[config.mk]
export PLATFORM = sky130hd
export DESIGN_NAME = alu_tile_host_injector
export DESIGN_NICKNAME = d
export VERILOG_FILES = /design/src/rtl/alu_tile_host_injector.sv
export SDC_FILE = /design/constraint.sdc
export NUM_CORES = 1
export LEC_CHECK = 0
export CORE_UTILIZATION = 25
export DETAILED_ROUTE_END_ITERATION = 8
export PLACE_DENSITY = 0.45
export SYNTH_ARGS = -nofsm -noshare
export SYNTH_HDL_FRONTEND = slang
export SYNTH_SLANG_ARGS = --single-unit
[constraint.sdc]
create_clock -name clk -period 5.7 [get_ports clk]
set_input_delay 0.57 -clock clk [delete_from_list [all_inputs] [get_ports clk]]
set_output_delay 0.57 -clock clk [all_outputs]
set_load 0.02 [all_outputs]
[src/rtl/alu_tile_host_injector.sv]
// Host-side injector for one ALU tile host port: credit-limited command issue,
// in-order response FIFO, timeout watchdog. Define ALU_HOST_STATS_EN for issue/completion counters.
module alu_tile_host_injector #(
   parameter int RSP_DEPTH       = 4,
   parameter int MAX_OUTSTANDING = 2,
   parameter int TIMEOUT_CYCLES  = 1024
) (
   input  logic        clk,
   input  logic        rst,
   // Handshakes: a transfer happens on a clock edge where valid && ready are both high;
   // ready never depends on valid, and the offering side holds its payload until accepted.
   input  logic        cmd_valid,
   output logic        cmd_ready,
   input  logic [63:0] cmd_a,
   input  logic [63:0] cmd_b,
   input  logic [15:0] cmd_ctrl,
   output logic [63:0] host_in_a,
   output logic [63:0] host_in_b,
   output logic [15:0] host_in_ctrl,
   output logic        host_in_valid,
   input  logic [63:0] host_out_a,
   input  logic        host_out_valid,
   output logic        rsp_valid,
   input  logic        rsp_ready,
   output logic [63:0] rsp_data,
   output logic [4:0]  outstanding,
   output logic        err_timeout,
   output logic        err_unexpected,
   input  logic        err_clear,
   output logic [1:0]  state_dbg
`ifdef ALU_HOST_STATS_EN
   ,
   output logic [31:0] stat_issued,
   output logic [31:0] stat_completed
`endif
);

   localparam int PTR_W = $clog2(RSP_DEPTH);
   localparam int CNT_W = PTR_W + 1;
   localparam int WD_W  = $clog2(TIMEOUT_CYCLES);

   typedef enum logic [1:0] {
      IDLE  = 2'd0,
      BUSY  = 2'd1,
      ERROR = 2'd2
   } state_t;

   state_t           state, state_next;
   logic [63:0]      mem [RSP_DEPTH];
   logic [PTR_W-1:0] wr_ptr, rd_ptr;
   logic [CNT_W-1:0] fifo_count;
   logic [WD_W-1:0]  wd_count;
   logic [4:0]       outstanding_next;
   logic [5:0]       credit_sum;
   logic             accept, pop, push, full, drop, late_rsp, retire, timeout_hit;

   // Credits cover both in-flight commands and buffered results so a push can never overflow.
   assign credit_sum = {1'b0, outstanding} + 6'(fifo_count);
   assign cmd_ready  = !rst && (state != ERROR) && (outstanding < 5'(MAX_OUTSTANDING))
                       && (credit_sum < 6'(RSP_DEPTH));
   assign accept     = cmd_valid && cmd_ready;

   assign full      = (fifo_count == CNT_W'(RSP_DEPTH));
   assign rsp_valid = (fifo_count != '0);
   assign pop       = rsp_valid && rsp_ready;
   assign push      = host_out_valid && (!full || pop);
   assign drop      = host_out_valid && full && !pop;
   assign rsp_data  = rsp_valid ? mem[rd_ptr] : 64'd0;

   assign late_rsp    = host_out_valid && (outstanding == 5'd0);
   assign retire      = host_out_valid && (outstanding != 5'd0);
   // Fire on the edge where the watchdog would step to TIMEOUT_CYCLES-1.
   assign timeout_hit = (outstanding != 5'd0) && !host_out_valid
                        && (wd_count == WD_W'(TIMEOUT_CYCLES - 2));

   assign state_dbg = state;

   always_comb begin
      outstanding_next = outstanding;
      if (timeout_hit) begin
         outstanding_next = 5'd0;
      end else if (accept && !retire) begin
         outstanding_next = outstanding + 5'd1;
      end else if (!accept && retire) begin
         outstanding_next = outstanding - 5'd1;
      end
   end

   always_comb begin
      state_next = state;
      case (state)
         IDLE:    if (outstanding_next != 5'd0) state_next = BUSY;
         BUSY: begin
            if (timeout_hit)                    state_next = ERROR;
            else if (outstanding_next == 5'd0)  state_next = IDLE;
         end
         ERROR:   if (err_clear) state_next = IDLE;
         default: state_next = IDLE;
      endcase
   end

   always_ff @(posedge clk) begin
      if (rst) begin
         state          <= IDLE;
         outstanding    <= 5'd0;
         host_in_valid  <= 1'b0;
         host_in_a      <= 64'd0;
         host_in_b      <= 64'd0;
         host_in_ctrl   <= 16'd0;
         wr_ptr         <= '0;
         rd_ptr         <= '0;
         fifo_count     <= '0;
         wd_count       <= '0;
         err_timeout    <= 1'b0;
         err_unexpected <= 1'b0;
      end else begin
         state         <= state_next;
         outstanding   <= outstanding_next;
         host_in_valid <= accept;
         if (accept) begin
            host_in_a    <= cmd_a;
            host_in_b    <= cmd_b;
            host_in_ctrl <= cmd_ctrl;
         end
         if (push) wr_ptr <= wr_ptr + 1'b1;
         if (pop)  rd_ptr <= rd_ptr + 1'b1;
         if (push && !pop)      fifo_count <= fifo_count + 1'b1;
         else if (!push && pop) fifo_count <= fifo_count - 1'b1;
         if (host_out_valid || (outstanding == 5'd0) || timeout_hit) wd_count <= '0;
         else                                                        wd_count <= wd_count + 1'b1;
         // A flag being set in the same cycle as err_clear keeps the flag.
         if (timeout_hit)    err_timeout <= 1'b1;
         else if (err_clear) err_timeout <= 1'b0;
         if (late_rsp || drop) err_unexpected <= 1'b1;
         else if (err_clear)   err_unexpected <= 1'b0;
      end
   end

   always_ff @(posedge clk) begin
      if (push) mem[wr_ptr] <= host_out_a;
   end

`ifdef ALU_HOST_STATS_EN
   always_ff @(posedge clk) begin
      if (rst) begin
         stat_issued    <= 32'd0;
         stat_completed <= 32'd0;
      end else begin
         if (accept && (stat_issued != 32'hFFFF_FFFF)) stat_issued <= stat_issued + 32'd1;
         if (push && (stat_completed != 32'hFFFF_FFFF)) stat_completed <= stat_completed + 32'd1;
      end
   end
`endif

endmodule

==> results of run 1 <==
[area by class of cell]
type                       count  share of cell area
timing repair buffer         447              0.1977
antenna                        2           0.0002199
multi-input combinational    685              0.1966
inverter                       9            0.001484
tap                          846             0.04651
sequential                   429              0.4901
clock buffer                  65             0.05970
clock inverter                25            0.007641
[state kept, by name, indices dropped and copies added, names as in the netlist, 2 cells and up, named ones only]
signal        cells
mem             256
host_in_a        64
host_in_b        64
host_in_ctrl     16
wd_count         10
outstanding       5
fifo_count        3
rd_ptr            2
state_dbg         2
wr_ptr            2
[per-layer routing]
layer,vias up,track usage,part of all wire
met5,-,0,0.0020
met4,14,0.04491,0.025
met3,79,0.06022,0.095
met2,370,0.2239,0.45
met1,5177,0.1761,0.43
li1,5085,-,-
[cells in the mapped netlist, drive strengths merged (2+ instances only)]
cell type,number
nand2,302
edfxtp,256
dfxtp,173
a21oi,151
and2,69
mux4,64
clkbuf,45
buf,28
nor2,27
ha,11
inv,9
xor2,9
nand3,8
xnor2,7
nor3,5
nor2b,4
o21ai,3
and3,2
mux2i,2
nand2b,2
nor3b,2
nor4b,2
or3,2
[power by group through the flow]
stage,registers (uW),clock network [uW],logic [uW]
3_5_place_dp,3960,0,3870
2_1_floorplan,4180,0,1930
5_1_grt,3950,3260,4080
3_3_place_gp,3950,0,3870
6_report,3900,3030,3780
4_1_cts,3910,3150,3880
[kinds of logic after synthesis]
kind of cell	after synthesis	synth area share
compound gates	160	0.05103
xor+xnor	16	0.008726
fa+ha+maj	12	0.009816
buf+inv	82	0.02773
flops	429	0.6943
mux	66	0.09099
simple gates	431	0.1174
[stage by stage]
stage / hold slack [ns] / setup slack (ns) / instance area (um2) / instances / utilization
2_1_floorplan: 0.4297 / 2.539 / 16060 / 1196 / -
3_3_place_gp: 0.4375 / 2.348 / 21220 / 2416 / 0.3352
3_5_place_dp: 0.4428 / 2.357 / 21220 / 2416 / 0.3352
4_1_cts: 0.2934 / 1.977 / 22760 / 2506 / 0.3594
5_1_grt: 0.3186 / 1.936 / 22760 / 2507 / 0.3595
6_report: 0.3386 / 2.138 / 22760 / 2508 / 0.3595
[worst max-delay path: stages, from the launching register on]
cell and delay [ns]:
dfxtp_1 0.47, ha_1 0.28, or4_4 0.49, and4b_1 0.39, clkdlybuf4s50_1 0.79
[worst max path at each step]
stage	slack [ns]	to	cells after the start	startpoint
final	2.14	cmd_ready	4	outstanding[2]
after global placement	2.35	mem[2][57]	4	host_out_valid
after detailed placement	2.36	mem[2][62]	4	host_out_valid
after floorplan	2.54	mem[0][0]	4	host_out_valid
after CTS	1.98	rsp_data[48]	4	flip-flop
after global routing	1.94	rsp_data[0]	4	flip-flop
==> flow_metrics.env, run 1 <==
export IMPL_synth_cell_types=42
export IMPL_path_max_fanout=8
export IMPL_r2r_start="outstanding[2]"
export IMPL_initialDrtViolationCount=450
export IMPL_number_of_resized_instances_in_the_post_cts_repair_step=0
export IMPL_totalNegativeSetupSlack_ns=0
export IMPL_timing_worst_slew_pin_value_ns=1.165
export IMPL_globalRouteOverflowTotal=0
export IMPL_ys_ff_latch=429
export IMPL_hpwl_um=30120
export IMPL_share_of_synthesized_area_occupied_by_flip_flops_and_latches=0.6943
export IMPL_synth_edf_count=256
export IMPL_multi_input_area_um2=4476
export IMPL_fraction_of_post_synthesis_cell_area_in_the_top_cell_type_by_area=0.4787
export IMPL_cts_inserted_buffers=50
export IMPL_clkPwrFrac=0.283
export IMPL_grt_pass1_wl_um=71350
export IMPL_buffer_ports_inserted=433
export IMPL_critical_path_endpoint_type="output port"
export IMPL_fp_row_count=92
export IMPL_crit_type="flip-flop to output port"
export IMPL_coreArea_um2=63310
export IMPL_achievable_frequency_mhz=280.8
export IMPL_power_density_cell_area_nw_per_um2=470.8
export IMPL_avgViaCountPerCell=4.276
export IMPL_cts_tree="built"
export IMPL_post_route_cells_drive_above_1_share=0.09578
export IMPL_dr_total_vias=10725
export IMPL_synth_fp_nets=1422
export IMPL_synthesis_area_per_instance_um2=13.43
export IMPL_switching_share=0.3304
export IMPL_fin_crit_sh=0.6248
export IMPL_setup_viol=0
export IMPL_cellInternalPower_uw=7175
export IMPL_leakage_power_uw=0.007442
export IMPL_mostFrequentLayoutCell="clkdlybuf4s50_1"
export IMPL_max_vdd_ir_drop_mv=0.2424
export IMPL_class_of_the_tightest_hold_or_removal_check="input pin to flip-flop"
export IMPL_antenna_left=0
export IMPL_initial_utilization=0.2537
export IMPL_grt_antenna_before_repair=8
export IMPL_post_route_min_period_ns=3.562
export IMPL_cts_num_sinks=429
export IMPL_hold_violations=0
export IMPL_worst_clock_skew_ns=0.01442
export IMPL_die_area_um2=65260
export IMPL_synthCells=1196
export IMPL_run_status="finished clean"
export IMPL_syn2layout_area_growth_pct=41.72
export IMPL_worst_r2r_cell_count=7
export IMPL_fill_cells=6213
export IMPL_clk_root_buffer_cell="clkbuf_16"
export IMPL_cp_data_required_time_ns=5.13
export IMPL_critical_path_arrival_ns=2.99
export IMPL_comb_power_share=0.353
export IMPL_power_total_uw=10710
export IMPL_leading_post_synthesis_cells_by_cell_area="edfxtp_1 (48%), dfxtp_1 (22%), mux4_2 (9.0%)"
export IMPL_synth_async_reset_ratio=0
export IMPL_synthesized_cell_area_um2=16060
export IMPL_dominantRegCellSynth="edfxtp_1"
export IMPL_hold_buffers=0
export IMPL_regToRegSetupSlack_ns=2.45
export IMPL_critical_path_reg2reg_endpoint="host_in_b[3]"
export IMPL_synth_largest_area_cell="edfxtp_1"
export IMPL_finalNetCount=1848
export IMPL_routabilityCongestion=0.7842
export IMPL_clockBufferDepth=3
export IMPL_wire_length_reported_by_the_detailed_router_um=47020
export IMPL_drt_wirelength_per_cell_um=18.75
export IMPL_insertion_delay_ns=0.58
export IMPL_top_level_ports=434
export IMPL_htree_levels=2
export IMPL_slew_headroom=0.2237
export IMPL_most_common_layout_cells="clkdlybuf4s50_1 (432), nand2_1 (301), edfxtp_1 (256)"
export IMPL_holdPathStages=2
export IMPL_detailedRoute_firstPassIterationCount=4
export IMPL_p_switching_uw=3540
export IMPL_timing_hold_worst_endpoint="fifo_count[1]"
export IMPL_post_cts_setup_buffer_count=0
export IMPL_floorplan_die_height_um=255.5
export IMPL_number_of_global_route_vias_before_repair=11357
export IMPL_number_of_violations_of_the_max_capacitance_limit=0
export IMPL_grt_max_degree=97
export IMPL_beginning_of_the_worst_hold_path="rst"
export IMPL_ff_latch_area_um2=11160
export IMPL_yosysWarningCount=0
export IMPL_clk_pin_slew_ns=0.06
export IMPL_post_detailed_route_drc_marker_count=0
export IMPL_reg_power_frac=0.364
export IMPL_maxSlewViolCount=0
export IMPL_worstSetupStartpointType="flip-flop"
export IMPL_setup_repair_after_global_routing_missed_its_margin="no"
export IMPL_die_width_um=255.5
export IMPL_gr_usage_all_layers=0.1424
Note: power is estimated with default switching activity, not from simulation.
==> run 2, diff against run 1 <==
PLACE_DENSITY = 0.47   (was 0.45)
clock period = 3.15 ns   (was 5.7 ns; I/O delays follow)
==> run 2 against run 1 <==
Compared with the run above:
- via count is 0.82% higher
- routed wire length down 2.7%
- combinational power rose by 85%
- utilization rose by 0.39 points
- critical path type unchanged
- register-to-register slack got worse by 2.0 ns
- largest power group unchanged
- first-iteration DRC count is 17% lower
- sequential share of layout area shrank 0.53 points
- largest cell class unchanged
- clock skew grew 0.014 ns
- cell count up 0.36%
- global-route usage decreased by 0.43 points
- setup slack lost 2.0 ns
==> flow_metrics.env, run 2 (synthesized netlist as in run 1, its figures left out) <==
export IMPL_flip_flop_count_of_the_largest_register_after_layout=256
export IMPL_worst_clock_skew_ns=0.02825
export IMPL_top_level_ports=434
export IMPL_cts_num_sinks=429
export IMPL_wire_length_reported_by_the_detailed_router_um=45760
export IMPL_number_of_violations_of_the_max_capacitance_limit=0
export IMPL_critical_path_endpoint_type="output port"
export IMPL_dr_total_vias=10813
export IMPL_ordered_list_of_cells_on_the_worst_path="buf_12, buf_12, mux4_2, and2_1, clkdlybuf4s50_1"
export IMPL_die_area_um2=65260
export IMPL_coreArea_um2=63310
export IMPL_timing_worst_slew_pin_value_ns=0.9743
export IMPL_worstSetupStartpointType="flip-flop"
export IMPL_finalNetCount=1863
export IMPL_max_stage_delay_ns=0.57
export IMPL_run_status="finished clean"
export IMPL_max_vdd_ir_drop_mv=0.5051
export IMPL_routabilityCongestion=0.7398
export IMPL_reg_top3="mem x256, host_in_a x64, host_in_b x64"
export IMPL_mostFrequentLayoutCell="clkdlybuf4s50_1"
export IMPL_globalRouteOverflowTotal=0
export IMPL_antenna_left=0
export IMPL_avgViaCountPerCell=4.296
export IMPL_number_of_global_route_vias_before_repair=11426
export IMPL_post_cts_setup_buffer_count=0
export IMPL_setup_viol=0
export IMPL_cp_data_required_time_ns=2.83
export IMPL_power_density_cell_area_nw_per_um2=844.1
export IMPL_syn2layout_area_growth_pct=43.26
export IMPL_crit_type="flip-flop to output port"
export IMPL_detailedRoute_firstPassIterationCount=4
export IMPL_regToRegSetupSlack_ns=0.43
export IMPL_gr_usage_all_layers=0.1381
export IMPL_hold_violations=0
export IMPL_final_hold_worst_slack_ns=0.1298
export IMPL_maxSlewViolCount=0
export IMPL_clk_pin_slew_ns=0.05
export IMPL_fin_crit_sh=0.9407
export IMPL_grt_max_degree=90
export IMPL_critical_path_most_common_cell="buf_12"
export IMPL_die_width_um=255.5
export IMPL_insertion_delay_ns=0.59
export IMPL_hpwl_um=30510
export IMPL_setup_repair_after_global_routing_missed_its_margin="no"
export IMPL_cts_inserted_buffers=48
export IMPL_slew_headroom=0.3505
export IMPL_drt_wirelength_per_cell_um=18.18
export IMPL_grt_antenna_before_repair=6
export IMPL_post_detailed_route_drc_marker_count=0
export IMPL_buffer_ports_inserted=433
export IMPL_post_route_min_period_ns=2.963
export IMPL_clk_root_buffer_cell="clkbuf_16"
export IMPL_most_common_layout_cells="clkdlybuf4s50_1 (431), nand2_1 (301), edfxtp_1 (256)"
export IMPL_initial_utilization=0.2537
export IMPL_fp_row_count=92
export IMPL_grt_pass1_wl_um=69790
export IMPL_largest_register="mem"
export IMPL_cts_tree="built"
export IMPL_post_route_cells_drive_above_1_share=0.1042
export IMPL_achievable_frequency_mhz=337.5
export IMPL_floorplan_die_height_um=255.5
export IMPL_leakage_power_uw=0.007562
export IMPL_beginning_of_the_worst_hold_path="rst"
export IMPL_initialDrtViolationCount=372
export IMPL_clockBufferDepth=3
export IMPL_path_max_fanout=16
export IMPL_critical_path_slowest_cell="dfxtp_2"
export IMPL_class_of_the_tightest_hold_or_removal_check="input pin to flip-flop"
export IMPL_htree_levels=2
export IMPL_totalNegativeSetupSlack_ns=0
export IMPL_critical_path_arrival_ns=2.65
export IMPL_r2r_start="outstanding[2]"
## run 2: per-stage QoR
| step | area, um2 | utilization | power (uW) | setup slack, ns | std cells |
|---|---|---|---|---|---|
| finish | 23010 | 0.3634 | 19420 | 0.1869 | 2517 |
| floorplan | 16060 | - | 11060 | 0.2441 | 1196 |
| detailed placement | 21520 | 0.3399 | 14310 | 0.4195 | 2433 |
| global route | 23010 | 0.3634 | 20430 | 0.05679 | 2516 |
| global placement | 21520 | 0.3399 | 14280 | 0.4488 | 2433 |
| CTS | 23000 | 0.3633 | 19790 | 0.04838 | 2516 |
## run 2: critical path: cells and delay by family, from the launching register on
kind / cells / cell delay (ns)
buffers and inverters: 3 / 0.97
flip-flops: 1 / 0.57
multiplexers: 1 / 0.31
AND/OR/NAND/NOR: 1 / 0.19
## run 2: layout make-up
class | instances | area, um2
inverter | 9 | 33.78
sequential | 429 | 11160
clock buffer | 64 | 1301
timing repair buffer | 464 | 4792
tap | 846 | 1059
clock inverter | 19 | 183.9
fill | 6174 | 40300
antenna | 1 | 2.502
multi-input combinational | 685 | 4481
## run 2: worst paths after layout
path                                        to  cells after the start
worst max-delay path              rsp_data[44]                      5
worst min-delay path             host_in_valid                      4
worst max register to register  outstanding[1]                      7
worst min register to register   host_in_a[14]                      2
## run 2: layer usage
metal | global-route usage | wire length [um] | vias to the layer above
li1 | - | - | 5107
met4 | 0.03942 | 1088 | 8
met1 | 0.1613 | 18400 | 5257
met3 | 0.06111 | 4438 | 79
met5 | 0 | 57 | -
met2 | 0.2283 | 21770 | 362
## run 2: where the power goes
| group | internal (uW) | switching, uW | leakage [uW] |
|---|---|---|---|
| Sequential | 6690 | 356 | 0.00376 |
| Clock | 3130 | 2240 | 0.000725 |
| Combinational | 3260 | 3740 | 0.00308 |
## run 2: what timing repair did
action	in CTS	in global routing
hold buffers	0	0
hold endpoints to repair	0	0
gates resized for setup	1	1
setup endpoints to repair	1	3
